### config.mk
export PLATFORM = sky130hd
export DESIGN_NAME = packet_retry_tx
export DESIGN_NICKNAME = d
export VERILOG_FILES = /design/src/rtl/packet_retry_tx.sv
export SDC_FILE = /design/constraint.sdc
export NUM_CORES = 1
export LEC_CHECK = 0
export CORE_MARGIN = 10
export CORE_UTILIZATION = 30
export DETAILED_ROUTE_END_ITERATION = 7
export HOLD_SLACK_MARGIN = 0.15
export PLACE_DENSITY = 0.62
export SLEW_MARGIN = 10
export SYNTH_ARGS = -nofsm -noshare
export SYNTH_HDL_FRONTEND = slang
export SYNTH_SLANG_ARGS = --single-unit
### constraint.sdc
create_clock -name clock -period 2.38 [get_ports clock]
set_clock_uncertainty 0.05 [all_clocks]
set_input_delay 0.714 -clock clock [delete_from_list [all_inputs] [get_ports clock]]
set_output_delay 0.714 -clock clock [all_outputs]
set_load 0.02 [all_outputs]
### src/rtl/packet_retry_tx.sv
`default_nettype none
// ============================================================================
// Module : packet_retry_tx
// Forwards packets from a replay-capable FIFO and retires or replays each one
// based on link ack/nak, with a response timeout and a bounded retry count.
// Rev    : 1.0
// ============================================================================
module packet_retry_tx #(
  parameter int WIDTH      = 8,
  parameter int TIMEOUT    = 1024,
  parameter int MAX_RETRY  = 3,
  parameter int REPLAY_GAP = 2,
  parameter int TBITS      = $clog2(TIMEOUT + 1),
  parameter int RBITS      = $clog2(MAX_RETRY + 1)
) (
  input  logic             clock,
  input  logic             reset,
  input  logic             s_tvalid,
  output logic             s_tready,
  input  logic             s_tlast,
  input  logic [WIDTH-1:0] s_tdata,
  output logic             redo_o,
  output logic             next_o,
  output logic             m_tvalid,
  input  logic             m_tready,
  output logic             m_tlast,
  output logic [WIDTH-1:0] m_tdata,
  input  logic             ack_i,
  input  logic             nak_i,
  output logic             busy_o,
  output logic             fail_o,
  output logic [RBITS-1:0] retries_o
);

  typedef enum logic [1:0] {
    S_IDLE = 2'd0,
    S_SEND = 2'd1,
    S_WAIT = 2'd2,
    S_GAP  = 2'd3
  } state_t;

  localparam int GBITS = (REPLAY_GAP > 1) ? $clog2(REPLAY_GAP) : 1;
  localparam logic [TBITS-1:0] c_TIMER_LAST = TBITS'(TIMEOUT - 1);
  localparam logic [RBITS-1:0] c_RETRY_MAX  = RBITS'(MAX_RETRY);
  localparam logic [GBITS-1:0] c_GAP_LAST   = GBITS'((REPLAY_GAP > 0) ? REPLAY_GAP - 1 : 0);

  state_t           r_state;
  logic [TBITS-1:0] r_timer;
  logic [RBITS-1:0] r_retry;
  logic [GBITS-1:0] r_gap;
  logic             r_redo;
  logic             r_next;
  logic             r_fail;

  logic w_send;
  logic w_last_beat;
  logic w_expired;
  logic w_nak_event;
  logic w_can_retry;

  assign w_send      = (r_state == S_SEND);
  assign w_last_beat = w_send & s_tvalid & m_tready & s_tlast;
  assign w_expired   = (r_timer == c_TIMER_LAST);
  // nak beats ack; ack beats a simultaneous timer expiry
  assign w_nak_event = nak_i | (w_expired & ~ack_i);
  assign w_can_retry = (r_retry < c_RETRY_MAX);

  always_ff @(posedge clock) begin
    if (reset) begin
      r_state <= S_IDLE;
      r_timer <= '0;
      r_retry <= '0;
      r_gap   <= '0;
      r_redo  <= 1'b0;
      r_next  <= 1'b0;
      r_fail  <= 1'b0;
    end else begin
      r_redo <= 1'b0;
      r_next <= 1'b0;
      r_fail <= 1'b0;
      case (r_state)
        S_IDLE: begin
          if (s_tvalid) r_state <= S_SEND;
        end
        S_SEND: begin
          if (w_last_beat) begin
            r_state <= S_WAIT;
            r_timer <= '0;
          end
        end
        S_WAIT: begin
          if (w_nak_event) begin
            if (w_can_retry) begin
              r_redo  <= 1'b1;
              r_retry <= r_retry + RBITS'(1);
              r_gap   <= '0;
              if (REPLAY_GAP > 0) r_state <= S_GAP;
              else                r_state <= S_SEND;
            end else begin
              r_next  <= 1'b1;
              r_fail  <= 1'b1;
              r_retry <= '0;
              r_state <= S_IDLE;
            end
          end else if (ack_i) begin
            r_next  <= 1'b1;
            r_retry <= '0;
            r_state <= S_IDLE;
          end else if (!w_expired) begin
            r_timer <= r_timer + TBITS'(1);
          end
        end
        S_GAP: begin
          // hold off while the FIFO reloads its read pointer
          if (r_gap == c_GAP_LAST) r_state <= S_SEND;
          else                     r_gap   <= r_gap + GBITS'(1);
        end
        default: r_state <= S_IDLE;
      endcase
    end
  end

  assign s_tready  = w_send & m_tready;
  assign m_tvalid  = w_send & s_tvalid;
  assign m_tlast   = w_send & s_tvalid & s_tlast;
  assign m_tdata   = s_tdata;
  assign busy_o    = (r_state != S_IDLE);
  assign redo_o    = r_redo;
  assign next_o    = r_next;
  assign fail_o    = r_fail;
  assign retries_o = r_retry;

endmodule
`default_nettype wire

# --- Yosys cells after proc, flatten, opt, wreduce, memory -nomap -nowiden ---
# Cells that the tools add are included.
op_classes:
  n_mux: 22
  n_bitwise: 10
  n_lt_le_gt_ge: 1
  eq_ne: 13
  n_reduce_logical: 11
  add_sub_neg: 3
ops:
  columns: ["cell", "n"]
  rows:
  - ["2-to-1 mux 11 bit", 4]
  - ["one-hot mux 11 bit (2 select lines)", 1]
  - ["2-to-1 mux 2 bit", 8]
  - ["inequality test 2 bit (second input constant)", 7]
  - ["adder 11 x 1 -> 11 bit (second input constant)", 1]
  - ["== test 11 x 10 -> 1 bit (second input constant)", 1]
  - ["one-hot mux 2 bit (4 select lines)", 1]
  - ["nonzero test 2 bit", 4]
  - ["2-to-1 mux 1 bit", 7]
  - ["AND 1 bit", 6]
  - ["AND reduction 5 bit", 1]
  - ["== test 2 bit (second input constant)", 2]
  - ["AND reduction 4 bit", 1]
  - ["inequality test 3 bit (second input constant)", 1]
  - ["NOT 1 bit", 3]
  - ["AND reduction 3 bit", 1]
  - ["OR reduction 3 bit", 1]
  - ["adder 2 x 1 -> 2 bit (second input constant)", 1]
  - ["== test 2 x 1 -> 1 bit (second input constant)", 1]
  - ["zero test 2 bit", 1]
  - ["< comparator 2 bit (second input constant)", 1]
  - ["inequality test 2 x 1 -> 1 bit (second input constant)", 1]
  - ["one-hot mux 1 bit (2 select lines)", 1]
  - ["AND reduction 2 bit", 1]
  - ["3 further kinds", 3]
word_totals:
  output_inout_bits: 17
  ff_bits: 19

# --- Longest topological paths before layout ---
logic_depth:
  ltp_word: 6
  depth_mapped: 7
  depth_no_buf: 6

# --- Worst setup path after synthesis ---
# Ideal clock, no wire load.
synth_timing:
  path_type: "in2reg"
  startpoint: "input nak_i"
  endpoint: "register r_timer[9]"
  path_stages: 4
  n_path_buf: 1
  arrival_time_ns: 1.998
  required_ns: 2.256
  slack_ns: 0.258
  path_cell_list: "clkbuf_1 -> or4_4 -> or4_1 -> a31oi_1"
synth_between:
  elab_chain_len: 3
synth_lines:
  columns: ["element", "line_no", "source"]
  rows:
  - ["from (decl)", "29", "input logic nak_i,"]
  - ["OR 1 bit", "65", "assign w_nak_event = nak_i | (w_expired & ~ack_i);"]
  - ["inequality test 2 bit (no line)", null, null]
  - ["AND reduction 5 bit (no line)", null, null]
  - ["to (signal assigned)", "110", "r_timer <= r_timer + TBITS'(1);"]
  - ["to (decl)", "48", "logic [TBITS-1:0] r_timer;"]
# No other way between the ends.
# A chain may end at the register's enable or synchronous reset.

# --- Worst setup path after layout ---
layout_timing:
  startpoint: "input s_tvalid"
  endpoint: "output m_tlast"
layout_between:
  elab_chain_len: 2
layout_lines:
  columns: ["element", "line_no", "source"]
  rows:
  - ["from (decl)", "18", "input logic s_tvalid,"]
  - ["AND 1 bit (2 in series)", "125", "assign m_tlast = w_send & s_tvalid & s_tlast;"]
  - ["to (decl)", "26", "output logic m_tlast,"]
# No other way between the ends.

==> results.md <==
- FILL cells: ~420
- GPL Wtd Cong: 0.8381
- Max clock buf depth: 2
- Leak: between 0.0006 and 0.0007 uW
- Actual transition at the worst max-transition pin: 777.4 ps
- Drt drc: 0
- Layout area overhead: 26.70%
- Cts-stage hold buffer count: 0
- FFs w/ async S/R, synth: 0%
- Initial antenna violation count: 0
- Commonest cells post-synth: dfxtp_1, inv_1, nand2_1, nor2_1
- Number of port buffers: 15
- CTS tree: built
- Initial Utilization: a little under a third
- Fin. max-slew vios: 0
- Final hold vios: 0
- Row count: 23
- Post-synth top area cell: dfxtp_1
- Gate power share: 26.2%
- Max IR drop VDD: 231.1 uV
- Gr ovfl total: 0
- CORE AREA: roughly 4000 um2
- Synthesized area: roughly 1300 um2
- Post-Layout Inst Area: between 1500 and 2000 um2
- Post-synthesis sequential area ratio: a little under a third
- EDFF count, synth: 0
- Ratio of cells with drive above 1 in the final layout: 22.22%
- Sequential share of power: between 40% and 50%
- # IOs: 32
- Clock Latency Late Sink: approximately 260 ps
- Startpoint class of the critical path: input pin
- Int Pwr: ~530 uW
- RSZ-0062 raised after global routing: false
- Top cell family by delay on the critical path: buffers and inverters
- Vias per Instance: approximately 5.5
- Mapped Cells: between 150 and 200
- P_sw: about 240 uW
- Worst Path Required: between 1500 and 2000 ps
- Arrival @ worst endpoint: around 1500 ps
- Final Critical Period: between 2000 and 2500 ps
- Pin count of the biggest net entering global routing: 19
- Warnings from Yosys: 0
- Clock share of power: a little under a third
- Final core occ: about two fifths
- Number of global-route vias before repair: 1205
- Final Setup Violations: 0
- Worst Path Buf+Inv: 2
- Post-Syn Nets: around 170
- Yosys reg bits: 19
- Sw Share: around 31%
- TNS Setup: 0 ps
- Critical Path Fanout Max: 3
- Routed WL: approximately 3200 um
- Routed vias: 1270
- Synth top area cells: dfxtp_1, ha_1, buf_4
- Critical path, cell by cell: clkdlybuf4s50_1, and3_1, buf_2
- Clk sink count: 19
- CTS H-Tree Depth: 1
- Critical path type: in2out
- Count leader, synth: dfxtp_1
- Global-route wire length before repair: 5499 um
- Final ANT Viol Nets: 0
- Synth cell types: 43
- Mean routed wirelength per cell: roughly 14 um
- Worst hold margin: between 400 and 500 ps
- CTS buffer count: 3
- Critical-path top delay cell: clkdlybuf4s50_1
- FF/Latch Area: between 300 and 400 um2
- Slowest stage delay, CP: approximately 500 ps
- Yosys top cell area share: between 30% and 40%
- R2R cell count: 4
- Relative slew slack: a little under half
- Worst-path clk slew: 70 ps
- DP HPWL: between 2000 and 3000 um
- Iter 0 DRT Violations: ~130
- WP depth: 3
- Critical path capture point type: output pin
- DRT Pass-1 Iters: 4
- Fmax: ~440 MHz
- Die area: approximately 7200 um2
- GRT Util Overall: approximately 8.7%
- Hold path depth: 1
- Hold crit path type: reg2reg
- Status: finished, final reports clean
- Die Ht: 84.58 um
- ANT cells: 0
- Max Cap Violations: 0
- Final Cycle Share: ~96%
- Die Span X: 84.58 um
- Synth Flop Type: dfxtp_1
- Root buffer cell: clkbuf_8
- Area post-placement: 1549 um2
- Mean post-synth cell area: between 8 and 9 um2
- Pwr/cell area: between 400 and 500 nW/um2
- Post-CTS setup buffers: 0
- Net count, final: a little over 200
- Area occupied by multi-input gates: between 700 and 800 um2
==> layout by cell type, fill, tap and decap left out, types with 2 or more instances in the layout <==
master,n
o31ai_1,3
buf_4,24
dfxtp_1,19
a21oi_1,4
or4_2,2
ha_1,6
inv_1,11
and3_1,2
nand4_1,3
nand3_1,8
nor4_1,2
clkdlybuf4s50_1,11
o211a_1,3
clkbuf_8,3
nor2_1,11
nand2b_1,2
nor3_1,2
and2_1,2
a31oi_1,7
nand4b_1,2
buf_2,2
o21ai_0,4
nand2_1,11
a2111oi_0,2
o211ai_1,4
or4_1,6
o311ai_0,3
==> area by class of cell <==
cell class	instances	share of cell area (%)
clock inverters	1	0.3157
clock buffers	3	2.605
repair buffers	38	19.49
inverters	11	2.605
well taps	50	3.946
flip-flops and latches	19	23.99
multi-input cells	108	47.04
==> routing by layer <==
layer / up-vias / GRT usage (%) / share of wire [%]
met5: - / 0 / 0
met2: 40 / 14.41 / 46
li1: 630 / - / -
met3: 8 / 1.353 / 5.6
met1: 592 / 10.66 / 47
met4: 0 / 4.192 / 1.9
==> power groups by stage <==
stage / clock network (uW) / logic (uW) / registers (uW)
4_1_cts: 237 / 201 / 336
2_1_floorplan: 0 / 135 / 343
6_report: 230 / 200 / 336
5_1_grt: 255 / 222 / 338
3_5_place_dp: 0 / 209 / 343
3_3_place_gp: 0 / 205 / 342
==> cells by family (layout without fill, tap and decap cells) <==
family,Yosys count,in the layout,synth area share (%)
multiplexers,1,1,0.8000
AO/OA/AOI/OAI,40,40,23.60
adder cells (fa/ha/maj),6,6,6.000
buffers and inverters,26,53,10.30
AND/OR/NAND/NOR,61,61,28.90
flip-flops,19,19,30.40
==> repair_timing <==
action	4_1_cts	5_1_grt
endpoints found under the setup margin	4	12
gates cloned	0	0
pin swaps	0	0
resized for setup	12	4
==> worst reg2reg max path, cell delays in order, from the launching register on <==
cell and delay, ps:
dfxtp_1 490, nand4_4 200, o31ai_1 710, a2111oi_0 250, o211a_1 250
==> metrics by stage <==
step	std cells	setup WS, ps	power [uW]
2_1_floorplan	153	258.0	477.8
3_3_place_gp	226	-346.1	546.8
3_5_place_dp	226	-391.1	552.2
4_1_cts	230	44.50	773.0
5_1_grt	230	8.265	814.2
6_report	230	86.55	766.2
==> flip-flops by register name, summed over array words and instances (netlist names) <==
signal and cells:
r_state 2, r_gap 1, fail_o 1, redo_o 1, retries_o 2, next_o 1
r_timer 11
==> final timing paths <==
kind	startpoint	to	slack, ps
max reg2reg	r_timer[4]$_SDFFE_PP0P_	r_timer[5]$_SDFFE_PP0P_	340
min	r_timer[10]$_SDFFE_PP0P_	r_timer[10]$_SDFFE_PP0P_	430
min reg2reg	r_timer[10]$_SDFFE_PP0P_	r_timer[10]$_SDFFE_PP0P_	430
max	s_tvalid	m_tlast	90
No activity file was read; power rests on OpenSTA's default activity.
